### src/rtl/galaga_pkg.sv
`default_nettype none
// ============================================================================
// Module  : galaga_pkg
// Purpose : Shared definitions for the collision event scheduler: event type
//           encoding, default sizing/gameplay constants and a saturating
//           score adder.
// Ports   : (package - none)
// Rev     : 1.0  initial release
// ============================================================================
package galaga_pkg;

  localparam int NUM_NPC_DEF     = 10;
  localparam int NUM_ROCKET_DEF  = 15;
  localparam int KILL_POINTS_DEF = 10;
  localparam int LIVES_INIT_DEF  = 3;

  typedef enum logic [2:0] {
    EVT_NPC_KILL    = 3'd0,
    EVT_SHIP1_HIT   = 3'd1,
    EVT_SHIP2_HIT   = 3'd2,
    EVT_ROCKET1_CLR = 3'd3,
    EVT_ROCKET2_CLR = 3'd4
  } evt_type_e;

  // 16-bit add that clamps at all-ones instead of wrapping.
  function automatic logic [15:0] sat_add16(input logic [15:0] a, input logic [15:0] b);
    logic [16:0] sum;
    sum = {1'b0, a} + {1'b0, b};
    return sum[16] ? 16'hFFFF : sum[15:0];
  endfunction

endpackage
`default_nettype wire

### src/rtl/lowest_set_idx.sv
`default_nettype none
// ============================================================================
// Module  : lowest_set_idx
// Purpose : Parameterised priority encoder returning the index of the lowest
//           set bit of a vector plus a nonzero flag.
// Ports   : vec_i  [W-1:0]      input vector
//           idx_o  [IDX_W-1:0]  index of lowest set bit (0 when vector empty)
//           any_o               vector has at least one bit set
// Rev     : 1.0  initial release
// ============================================================================
module lowest_set_idx #(
  parameter int W     = 10,
  parameter int IDX_W = 4
) (
  input  logic [W-1:0]     vec_i,
  output logic [IDX_W-1:0] idx_o,
  output logic             any_o
);

  // Walk from the top down so the lowest set bit is the last to win.
  always_comb begin
    idx_o = '0;
    for (int i = W - 1; i >= 0; i--) begin
      if (vec_i[i]) begin
        idx_o = IDX_W'(i);
      end
    end
  end

  assign any_o = |vec_i;

endmodule
`default_nettype wire

### src/rtl/collision_event_scheduler.sv
`default_nettype none
// ============================================================================
// Module  : collision_event_scheduler
// Purpose : Snapshots latched collision flags on each frame strobe edge and
//           serialises them into a stream of game events (NPC kills, ship
//           hits, rocket clears) over a valid/ready handshake, maintaining
//           player scores and lives.
// Ports   : VGA_CLK, Reset_n           clock, async active-low reset
//           frame_clk                  frame strobe (rising edge sampled)
//           Ship_Collision(2)          ship-hit flags
//           Rocket_Collision(2)        rocket-hit vectors [NUM_ROCKET]
//           NPC_Collision              NPC-hit vector [NUM_NPC]
//           evt_valid/evt_ready        event handshake
//           evt_type[3], evt_index[4]  event payload
//           score1/2[16], lives1/2[2]  player state
//           busy, game_over, overrun   status
// Rev     : 1.0  initial release
// ============================================================================
module collision_event_scheduler
  import galaga_pkg::*;
#(
  parameter int NUM_NPC     = NUM_NPC_DEF,
  parameter int NUM_ROCKET  = NUM_ROCKET_DEF,
  parameter int LIVES_INIT  = LIVES_INIT_DEF,
  parameter int KILL_POINTS = KILL_POINTS_DEF
) (
  input  logic                  VGA_CLK,
  input  logic                  Reset_n,
  input  logic                  frame_clk,
  input  logic                  Ship_Collision,
  input  logic                  Ship_Collision2,
  input  logic [NUM_ROCKET-1:0] Rocket_Collision,
  input  logic [NUM_ROCKET-1:0] Rocket_Collision2,
  input  logic [NUM_NPC-1:0]    NPC_Collision,
  output logic                  evt_valid,
  input  logic                  evt_ready,
  output logic [2:0]            evt_type,
  output logic [3:0]            evt_index,
  output logic [15:0]           score1,
  output logic [15:0]           score2,
  output logic [1:0]            lives1,
  output logic [1:0]            lives2,
  output logic                  busy,
  output logic                  game_over,
  output logic                  overrun
);

  // state_q tracks the category of the event currently presented (or the
  // phase about to be scanned right after a snapshot).
  localparam logic [2:0] ST_IDLE  = 3'd0;
  localparam logic [2:0] ST_NPC   = 3'd1;
  localparam logic [2:0] ST_SHIP1 = 3'd2;
  localparam logic [2:0] ST_SHIP2 = 3'd3;
  localparam logic [2:0] ST_RKT1  = 3'd4;
  localparam logic [2:0] ST_RKT2  = 3'd5;

  logic [2:0]            state_q, state_d;
  logic                  frame_q;
  logic [NUM_NPC-1:0]    npc_q, npc_d;
  logic [NUM_ROCKET-1:0] rk1_q, rk1_d;
  logic [NUM_ROCKET-1:0] rk2_q, rk2_d;
  logic                  s1_q, s1_d;
  logic                  s2_q, s2_d;
  logic                  cr1_q, cr1_d;   // snapshot had a player-1 rocket hit
  logic                  cr2_q, cr2_d;   // snapshot had a player-2 rocket hit
  logic                  evt_valid_q, evt_valid_d;
  evt_type_e             evt_type_q, evt_type_d;
  logic [3:0]            evt_index_q, evt_index_d;
  logic [15:0]           score1_q, score1_d;
  logic [15:0]           score2_q, score2_d;
  logic [1:0]            lives1_q, lives1_d;
  logic [1:0]            lives2_q, lives2_d;
  logic                  overrun_q, overrun_d;

  logic [3:0] npc_idx, rk1_idx, rk2_idx;
  logic       npc_any, rk1_any, rk2_any;
  logic       frame_edge, snap_any, xfer, slot_free;

  lowest_set_idx #(.W(NUM_NPC), .IDX_W(4)) u_npc_enc (
    .vec_i (npc_q),
    .idx_o (npc_idx),
    .any_o (npc_any)
  );

  lowest_set_idx #(.W(NUM_ROCKET), .IDX_W(4)) u_rk1_enc (
    .vec_i (rk1_q),
    .idx_o (rk1_idx),
    .any_o (rk1_any)
  );

  lowest_set_idx #(.W(NUM_ROCKET), .IDX_W(4)) u_rk2_enc (
    .vec_i (rk2_q),
    .idx_o (rk2_idx),
    .any_o (rk2_any)
  );

  assign frame_edge = frame_clk & ~frame_q;
  assign snap_any   = (|NPC_Collision) | Ship_Collision | Ship_Collision2 |
                      (|Rocket_Collision) | (|Rocket_Collision2);
  assign xfer       = evt_valid_q & evt_ready;
  // Output register may be (re)loaded when empty or being consumed this cycle.
  assign slot_free  = ~evt_valid_q | evt_ready;

  always_comb begin
    state_d     = state_q;
    npc_d       = npc_q;
    rk1_d       = rk1_q;
    rk2_d       = rk2_q;
    s1_d        = s1_q;
    s2_d        = s2_q;
    cr1_d       = cr1_q;
    cr2_d       = cr2_q;
    evt_valid_d = evt_valid_q;
    evt_type_d  = evt_type_q;
    evt_index_d = evt_index_q;
    score1_d    = score1_q;
    score2_d    = score2_q;
    lives1_d    = lives1_q;
    lives2_d    = lives2_q;
    overrun_d   = overrun_q;

    if (state_q == ST_IDLE) begin
      if (frame_edge && snap_any) begin
        npc_d   = NPC_Collision;
        rk1_d   = Rocket_Collision;
        rk2_d   = Rocket_Collision2;
        s1_d    = Ship_Collision;
        s2_d    = Ship_Collision2;
        cr1_d   = |Rocket_Collision;
        cr2_d   = |Rocket_Collision2;
        state_d = ST_NPC;
      end
    end else begin
      // Includes the cycle of the final transfer: still busy, edge dropped.
      if (frame_edge) begin
        overrun_d = 1'b1;
      end

      if (xfer) begin
        case (evt_type_q)
          EVT_NPC_KILL: begin
            if (cr1_q) begin
              score1_d = sat_add16(score1_q, 16'(KILL_POINTS));
            end else if (cr2_q) begin
              score2_d = sat_add16(score2_q, 16'(KILL_POINTS));
            end
          end
          EVT_SHIP1_HIT: begin
            if (lives1_q != 2'd0) lives1_d = lives1_q - 2'd1;
          end
          EVT_SHIP2_HIT: begin
            if (lives2_q != 2'd0) lives2_d = lives2_q - 2'd1;
          end
          default: ;
        endcase
      end

      // Pending vectors drain in scan order, so a fixed priority across the
      // categories reproduces the state order and skips empty states for free.
      if (slot_free) begin
        evt_valid_d = 1'b1;
        evt_index_d = 4'd0;
        if (npc_any) begin
          evt_type_d  = EVT_NPC_KILL;
          evt_index_d = npc_idx;
          npc_d       = npc_q & (npc_q - NUM_NPC'(1));
          state_d     = ST_NPC;
        end else if (s1_q) begin
          evt_type_d  = EVT_SHIP1_HIT;
          s1_d        = 1'b0;
          state_d     = ST_SHIP1;
        end else if (s2_q) begin
          evt_type_d  = EVT_SHIP2_HIT;
          s2_d        = 1'b0;
          state_d     = ST_SHIP2;
        end else if (rk1_any) begin
          evt_type_d  = EVT_ROCKET1_CLR;
          evt_index_d = rk1_idx;
          rk1_d       = rk1_q & (rk1_q - NUM_ROCKET'(1));
          state_d     = ST_RKT1;
        end else if (rk2_any) begin
          evt_type_d  = EVT_ROCKET2_CLR;
          evt_index_d = rk2_idx;
          rk2_d       = rk2_q & (rk2_q - NUM_ROCKET'(1));
          state_d     = ST_RKT2;
        end else begin
          evt_valid_d = 1'b0;
          state_d     = ST_IDLE;
        end
      end
    end
  end

  always_ff @(posedge VGA_CLK or negedge Reset_n) begin
    if (!Reset_n) begin
      state_q     <= ST_IDLE;
      frame_q     <= 1'b0;
      npc_q       <= '0;
      rk1_q       <= '0;
      rk2_q       <= '0;
      s1_q        <= 1'b0;
      s2_q        <= 1'b0;
      cr1_q       <= 1'b0;
      cr2_q       <= 1'b0;
      evt_valid_q <= 1'b0;
      evt_type_q  <= EVT_NPC_KILL;
      evt_index_q <= 4'd0;
      score1_q    <= 16'd0;
      score2_q    <= 16'd0;
      lives1_q    <= 2'(LIVES_INIT);
      lives2_q    <= 2'(LIVES_INIT);
      overrun_q   <= 1'b0;
    end else begin
      state_q     <= state_d;
      frame_q     <= frame_clk;
      npc_q       <= npc_d;
      rk1_q       <= rk1_d;
      rk2_q       <= rk2_d;
      s1_q        <= s1_d;
      s2_q        <= s2_d;
      cr1_q       <= cr1_d;
      cr2_q       <= cr2_d;
      evt_valid_q <= evt_valid_d;
      evt_type_q  <= evt_type_d;
      evt_index_q <= evt_index_d;
      score1_q    <= score1_d;
      score2_q    <= score2_d;
      lives1_q    <= lives1_d;
      lives2_q    <= lives2_d;
      overrun_q   <= overrun_d;
    end
  end

  assign evt_valid = evt_valid_q;
  assign evt_type  = evt_type_q;
  assign evt_index = evt_index_q;
  assign score1    = score1_q;
  assign score2    = score2_q;
  assign lives1    = lives1_q;
  assign lives2    = lives2_q;
  assign overrun   = overrun_q;
  assign busy      = (state_q != ST_IDLE);
  assign game_over = (lives1_q == 2'd0) & (lives2_q == 2'd0);

endmodule
`default_nettype wire

### config.mk
export PLATFORM = sky130hd
export DESIGN_NAME = collision_event_scheduler
export DESIGN_NICKNAME = d
export VERILOG_FILES = /design/src/rtl/galaga_pkg.sv /design/src/rtl/lowest_set_idx.sv /design/src/rtl/collision_event_scheduler.sv
export SDC_FILE = /design/constraint.sdc
export NUM_CORES = 1
export LEC_CHECK = 0
export BUFFER_PORTS_ARGS = -buffer_cell sky130_fd_sc_hd__clkbuf_2
export CORE_MARGIN = 2
export CORE_UTILIZATION = 40
export CTS_CLUSTER_DIAMETER = 50
export DETAILED_ROUTE_END_ITERATION = 16
export HOLD_SLACK_MARGIN = 0.03
export MAX_ROUTING_LAYER = met4
export PLACE_DENSITY = 0.58
export SYNTH_ARGS = -nofsm -noshare
export SYNTH_HDL_FRONTEND = slang
export SYNTH_SLANG_ARGS = --single-unit
export TNS_END_PERCENT = 20
### constraint.sdc
create_clock -name VGA_CLK -period 3.2 [get_ports VGA_CLK]
set_clock_uncertainty 0.15 [all_clocks]
set_input_delay 0.64 -clock VGA_CLK [delete_from_list [all_inputs] [get_ports VGA_CLK]]
set_output_delay 0.64 -clock VGA_CLK [all_outputs]
set_load 0.005 [all_outputs]
# == After elaboration in Yosys (flattened, before gate mapping) ==
# Index checks and enable logic that the tools add are counted.
# word_totals
reg_bits,93
wordCells,172
out_inout_bits,47
in_bits,46
# classes
n_reduce_logical,33
add_sub_neg,7
eq_ne,7
bitwise_logic,15
mux,93
# ops
operator,n
$mux W15,15
$mux W4,45
$reduce_or A15 Y1,4
$mux W10,4
$mux W3,13
$add A16 B4 Y17 const B,2
$mux W16,2
$and A15 B15 Y15,2
$sub A15 B1 Y15 const B,2
$reduce_or A10 Y1,2
$reduce_and A4 Y1,4
$mux W1,14
$reduce_bool A2 Y1,6
$and A10 B10 Y10,1
$ne A2 B1 Y1 const B,5
$sub A10 B1 Y10 const B,1
$reduce_and A3 Y1,3
$reduce_and A2 Y1,4
$reduce_and A7 Y1,1
$logic_not A3 Y1,2
$reduce_and A6 Y1,1
$or A1 B1 Y1,5
$reduce_and A5 Y1,1
$reduce_bool A5 Y1,1
8 further kinds,15

# == Longest topological paths before layout ==
# logic_depth
depth_word,20
depth_mapped,9
mapped_depth_nobuf,6

# == By module ==
# A second synthesis with hierarchy kept.
# unflattened
hier_cells,539
area_unflattened_um2,5069.9
# by_module_without_submodules
mod,seq_area_each_um2,n_inst,area_each_um2,cells_per_inst
collision_event_scheduler,2332.2,1,4650.7,467
lowest_set_idx at u_rk1_enc ...,0.0,2,158.9,27
lowest_set_idx at u_npc_enc,0.0,1,101.3,18

# == Least setup slack after synthesis ==
# Ideal clock, no wire load.
# synth_timing
path_kind,input to register
start,input port Rocket_Collision2[10]
end,register rk1_q[0]
setup_slack_ns,0.916
setup_time_ns,0.121
arrival_ns,2.013
path_stages,7
path_buffers,3
required_time_ns,2.929
path_cell_list,nor4_1 -> nand4_1 -> o31a_1 -> buf_4 -> buf_2 -> buf_2 -> a22o_1
# synth_between
elab_chain_len,5
# synth_lines
item,line_no,source
start: declaration,collision_event_scheduler.sv:33,"input logic [NUM_ROCKET-1:0] Rocket_Collision2,"
$reduce_or A15 Y1,collision_event_scheduler.sv:99,(|Rocket_Collision) | (|Rocket_Collision2);
$or A1 B1 Y1,collision_event_scheduler.sv:99,
$logic_and A1 B1 Y1,collision_event_scheduler.sv:123,if (frame_edge && snap_any) begin
$ne A2 B1 Y1 (no source line),-,
$reduce_and A6 Y1 (no source line),-,
end signal: assignment,collision_event_scheduler.sv:217,rk1_q <= rk1_d;
end: declaration,collision_event_scheduler.sv:60,"logic [NUM_ROCKET-1:0] rk1_q, rk1_d;"
# No other way between the ends.
# A chain may end at the register's enable or synchronous reset.

# == Final worst setup path ==
# layout_timing
start,input port Rocket_Collision2[10]
end,register rk1_q[12]
# Same word-level chain as after synthesis.

==> summary.md <==
• first-pass GRT wire length: 21730 um
• CTS H-Tree Depth: 3
• clk sinks: 93
• Iter 0 DRT Violations: 381
• worst path required time: 3.27 ns
• CTS buffer count: 9
• f_max: 400.5 MHz
• asr flop ratio synth: 100.0%
• number of flops mapped to enable cells by yosys: 0
• Nets: 665
• data arrival time of the critical path: 2.57 ns
• Clock Path Buffers: 2
• netlist area before placement: 0.005131 mm^2
• pin count of the biggest net entering global routing: 56
• sum of routed wire length over all layers: 13440 um
• number of standard cells after synthesis: 528
• final setup violating endpoints: 0
• vias per inst: 5.821
• critical path type: input port to flop
• width of the die: 117.3 um
• crit share post-route: 78.03%
• Syn Area/Cell: 9.718 um^2
• warnings from Yosys: 0
• number of diodes added for antenna fixing: 0
• most common cell after layout, fill and taps aside: clkbuf_2
• via count of the first global-routing pass: 4294
• worst max-slew margin expressed relative to the limit: 60.01%
• register area: 0.002332 mm^2
• class of the tightest hold or removal check: input port to asynchronous set/reset pin
• Synth Net Count: 578
• Power Density: 882.6 mW/mm^2
• full die area: 0.01375 mm^2
• final antenna-violating net count: 0
• Sum Neg Setup Slack: 0 ns
• clock-pin slew on the worst setup and hold paths: 0.06 ns
• proportion of synthesized chip area in sequential cells: 45.45%
• critical register-to-register path startpoint: state_q[0]
• # Post-CTS Setup Buffers: 0
• sum of net half-perimeters after detailed placement: 9537 um
• top-level port count: 93
• starting density of the core: 40.83%
• fill count: 1188
• layout cells sized above 1: 23.39%
• Maximum Capacitance Violations: 0
• count of distinct cell types in the synthesized netlist: 66
• logic depth of the worst register-to-register path: 7
• core area: 0.01257 mm^2
• Least-Margin Pin Slew: 0.5943 ns
• remaining global-route overflow: 0
• RSZ-0062 raised after global routing: false
• reg-to-reg critical path endpoint: score2[14]
• commonest cells after routing, fill and taps aside: clkbuf_2, dfrtp_1, nand2_1, nor2_1, o21ai_0
• Final Power: 5.354 mW
• routability cong.: 0.8645
• quantity of hold-fixing buffers added after cts: 0
• kind of start point of the critical path: input port
• Final Max Slew Viols: 0
• maximum fanout count along the critical path: 53
• Tmin final: 2.497 ns
• master cell of the clock root buffer: clkbuf_16
• detailed-routing iteration count for the pre-antenna-repair pass: 5
• vias after detailed routing: 4610
• insertion delay to the later sink of the worst-skew pair: 0.34 ns
• synthesis-stage register bit count: 93
• y dimension of the die: 117.3 um
• number of DRC violations after detailed routing: 0
• Lkg Pwr: 2.660 nW
• post-cts gate resize count: 0
• category of the worst setup path capture point: flop
• maximum ir drop on the vdd rail: 0.0004332 V
• result of the run: finished clean
• reg-to-reg setup timing slack: 0.82 ns
• footprint of the multi-input gates: 0.002628 mm^2
• most frequently used flop master after synthesis: dfrtp_1
• antenna violations before repair: 0
• detailed-route wire length per cell: 16.97 um
• layout overhead on the synthesized area: 18.22%
• Std-Cell Rows: 41
• GRT Total Usage: 20.73%
• CTS tree: yes
• final hold viol count: 0
• port bufs: 92
flip-flops by register name (all words and copies together), names as in the netlist, 2 cells and up:
name and count:
score1 16, evt_index 4, rk2_q 15, rk1_q 15, score2 16, npc_q 10
lives2 2, state_q 3, evt_type 3, lives1 2
stage by stage:
stage	worst slack, ns	hold WS [ns]	instances	instance area [um^2]	utilization, %
after floorplan	0.9164	0.1944	528	5131	-
after global placement	0.3906	0.3023	776	5783	46.01
after detailed placement	0.3700	0.3035	776	5783	46.01
after CTS	0.7412	0.1388	792	6066	48.26
after global routing	0.6333	0.1512	792	6066	48.26
final	0.7031	0.1278	792	6066	48.26
routing by layer:
layer | share of wire (%) | vias to the layer above | track usage (%)
met5 | 0 | - | -
met4 | 2.0 | 0 | 7.843
met3 | 3.8 | 21 | 2.781
met2 | 46 | 124 | 31.19
met1 | 48 | 2247 | 28.54
li1 | - | 2218 | -
power by group:
part	switching, mW	total (mW)	internal [mW]
clock	0.437	1.03	0.591
sequential	0.572	2.12	1.54
combinational	1.21	2.21	1.00
worst max path at each step:
stage,startpoint,to,slack [ns],cells past startpoint
after floorplan,Rocket_Collision2[10],rk1_q[0],0.92,7
final,Rocket_Collision2[10],rk1_q[12],0.70,6
after CTS,Rocket_Collision2[10],rk1_q[12],0.74,6
after global placement,Rocket_Collision[10],rk1_q[12],0.39,6
after detailed placement,Rocket_Collision2[10],rk1_q[14],0.37,6
after global routing,state_q[0],score2[14],0.63,7
cell usage after synthesis, drive strengths merged (4+ instances only):
| master | n | share of area [%] |
|---|---|---|
| a31oi | 4 | 0.49 |
| ha | 4 | 0.98 |
| nor4 | 22 | 4.2 |
| o211ai | 4 | 0.68 |
| a22o | 20 | 3.4 |
| mux2 | 5 | 1.1 |
| and4 | 6 | 1.0 |
| nor3b | 6 | 0.88 |
| nor2 | 37 | 2.8 |
| o22a | 4 | 0.68 |
| a21oi | 23 | 2.2 |
| nand4 | 16 | 2.1 |
| nor3 | 16 | 1.9 |
| a221o | 16 | 3.1 |
| o21ai | 42 | 4.2 |
| and3 | 12 | 1.5 |
| nand2b | 10 | 1.2 |
| a21o | 5 | 0.73 |
| o31ai | 9 | 1.4 |
| clkbuf | 12 | 0.88 |
| nand2 | 47 | 3.4 |
| xor2 | 4 | 0.68 |
| nor2b | 5 | 0.61 |
| dfrtp | 89 | 43 |
| inv | 16 | 1.2 |
| a211o | 4 | 0.68 |
| o22ai | 7 | 0.85 |
| o221ai | 4 | 0.68 |
| buf | 12 | 1.3 |
| or4 | 7 | 1.2 |
| dfstp | 4 | 2.0 |
| nand3 | 16 | 1.8 |
layout make-up:
type | instances | share of cell area (%)
Clock buffer | 15 | 4.579
Inverter | 16 | 0.9901
Clock inverter | 1 | 0.08251
Tap cell | 172 | 3.548
Multi-Input combinational cell | 395 | 43.32
Sequential cell | 93 | 38.45
Timing Repair Buffer | 100 | 9.035
cells by family (layout without fill, tap and decap cells):
logic type,count (synthesis),in the layout,synth area share (%)
AND/OR/NAND/NOR,211,211,24.31
adder cells (fa/ha/maj),4,4,0.9754
XOR/XNOR,7,7,1.195
multiplexers,5,5,1.097
buffers and inverters,40,132,3.365
flip-flops,93,93,45.45
AO/OA/AOI/OAI,168,168,23.60
critical path, stage by stage:
cell      delay (ns)
clkbuf_2        0.09
nor4_1          0.38
nand4_1         0.25
o31a_2          0.57
buf_12          0.24
a221o_1         0.37
Power figures use the tool's default switching activity.
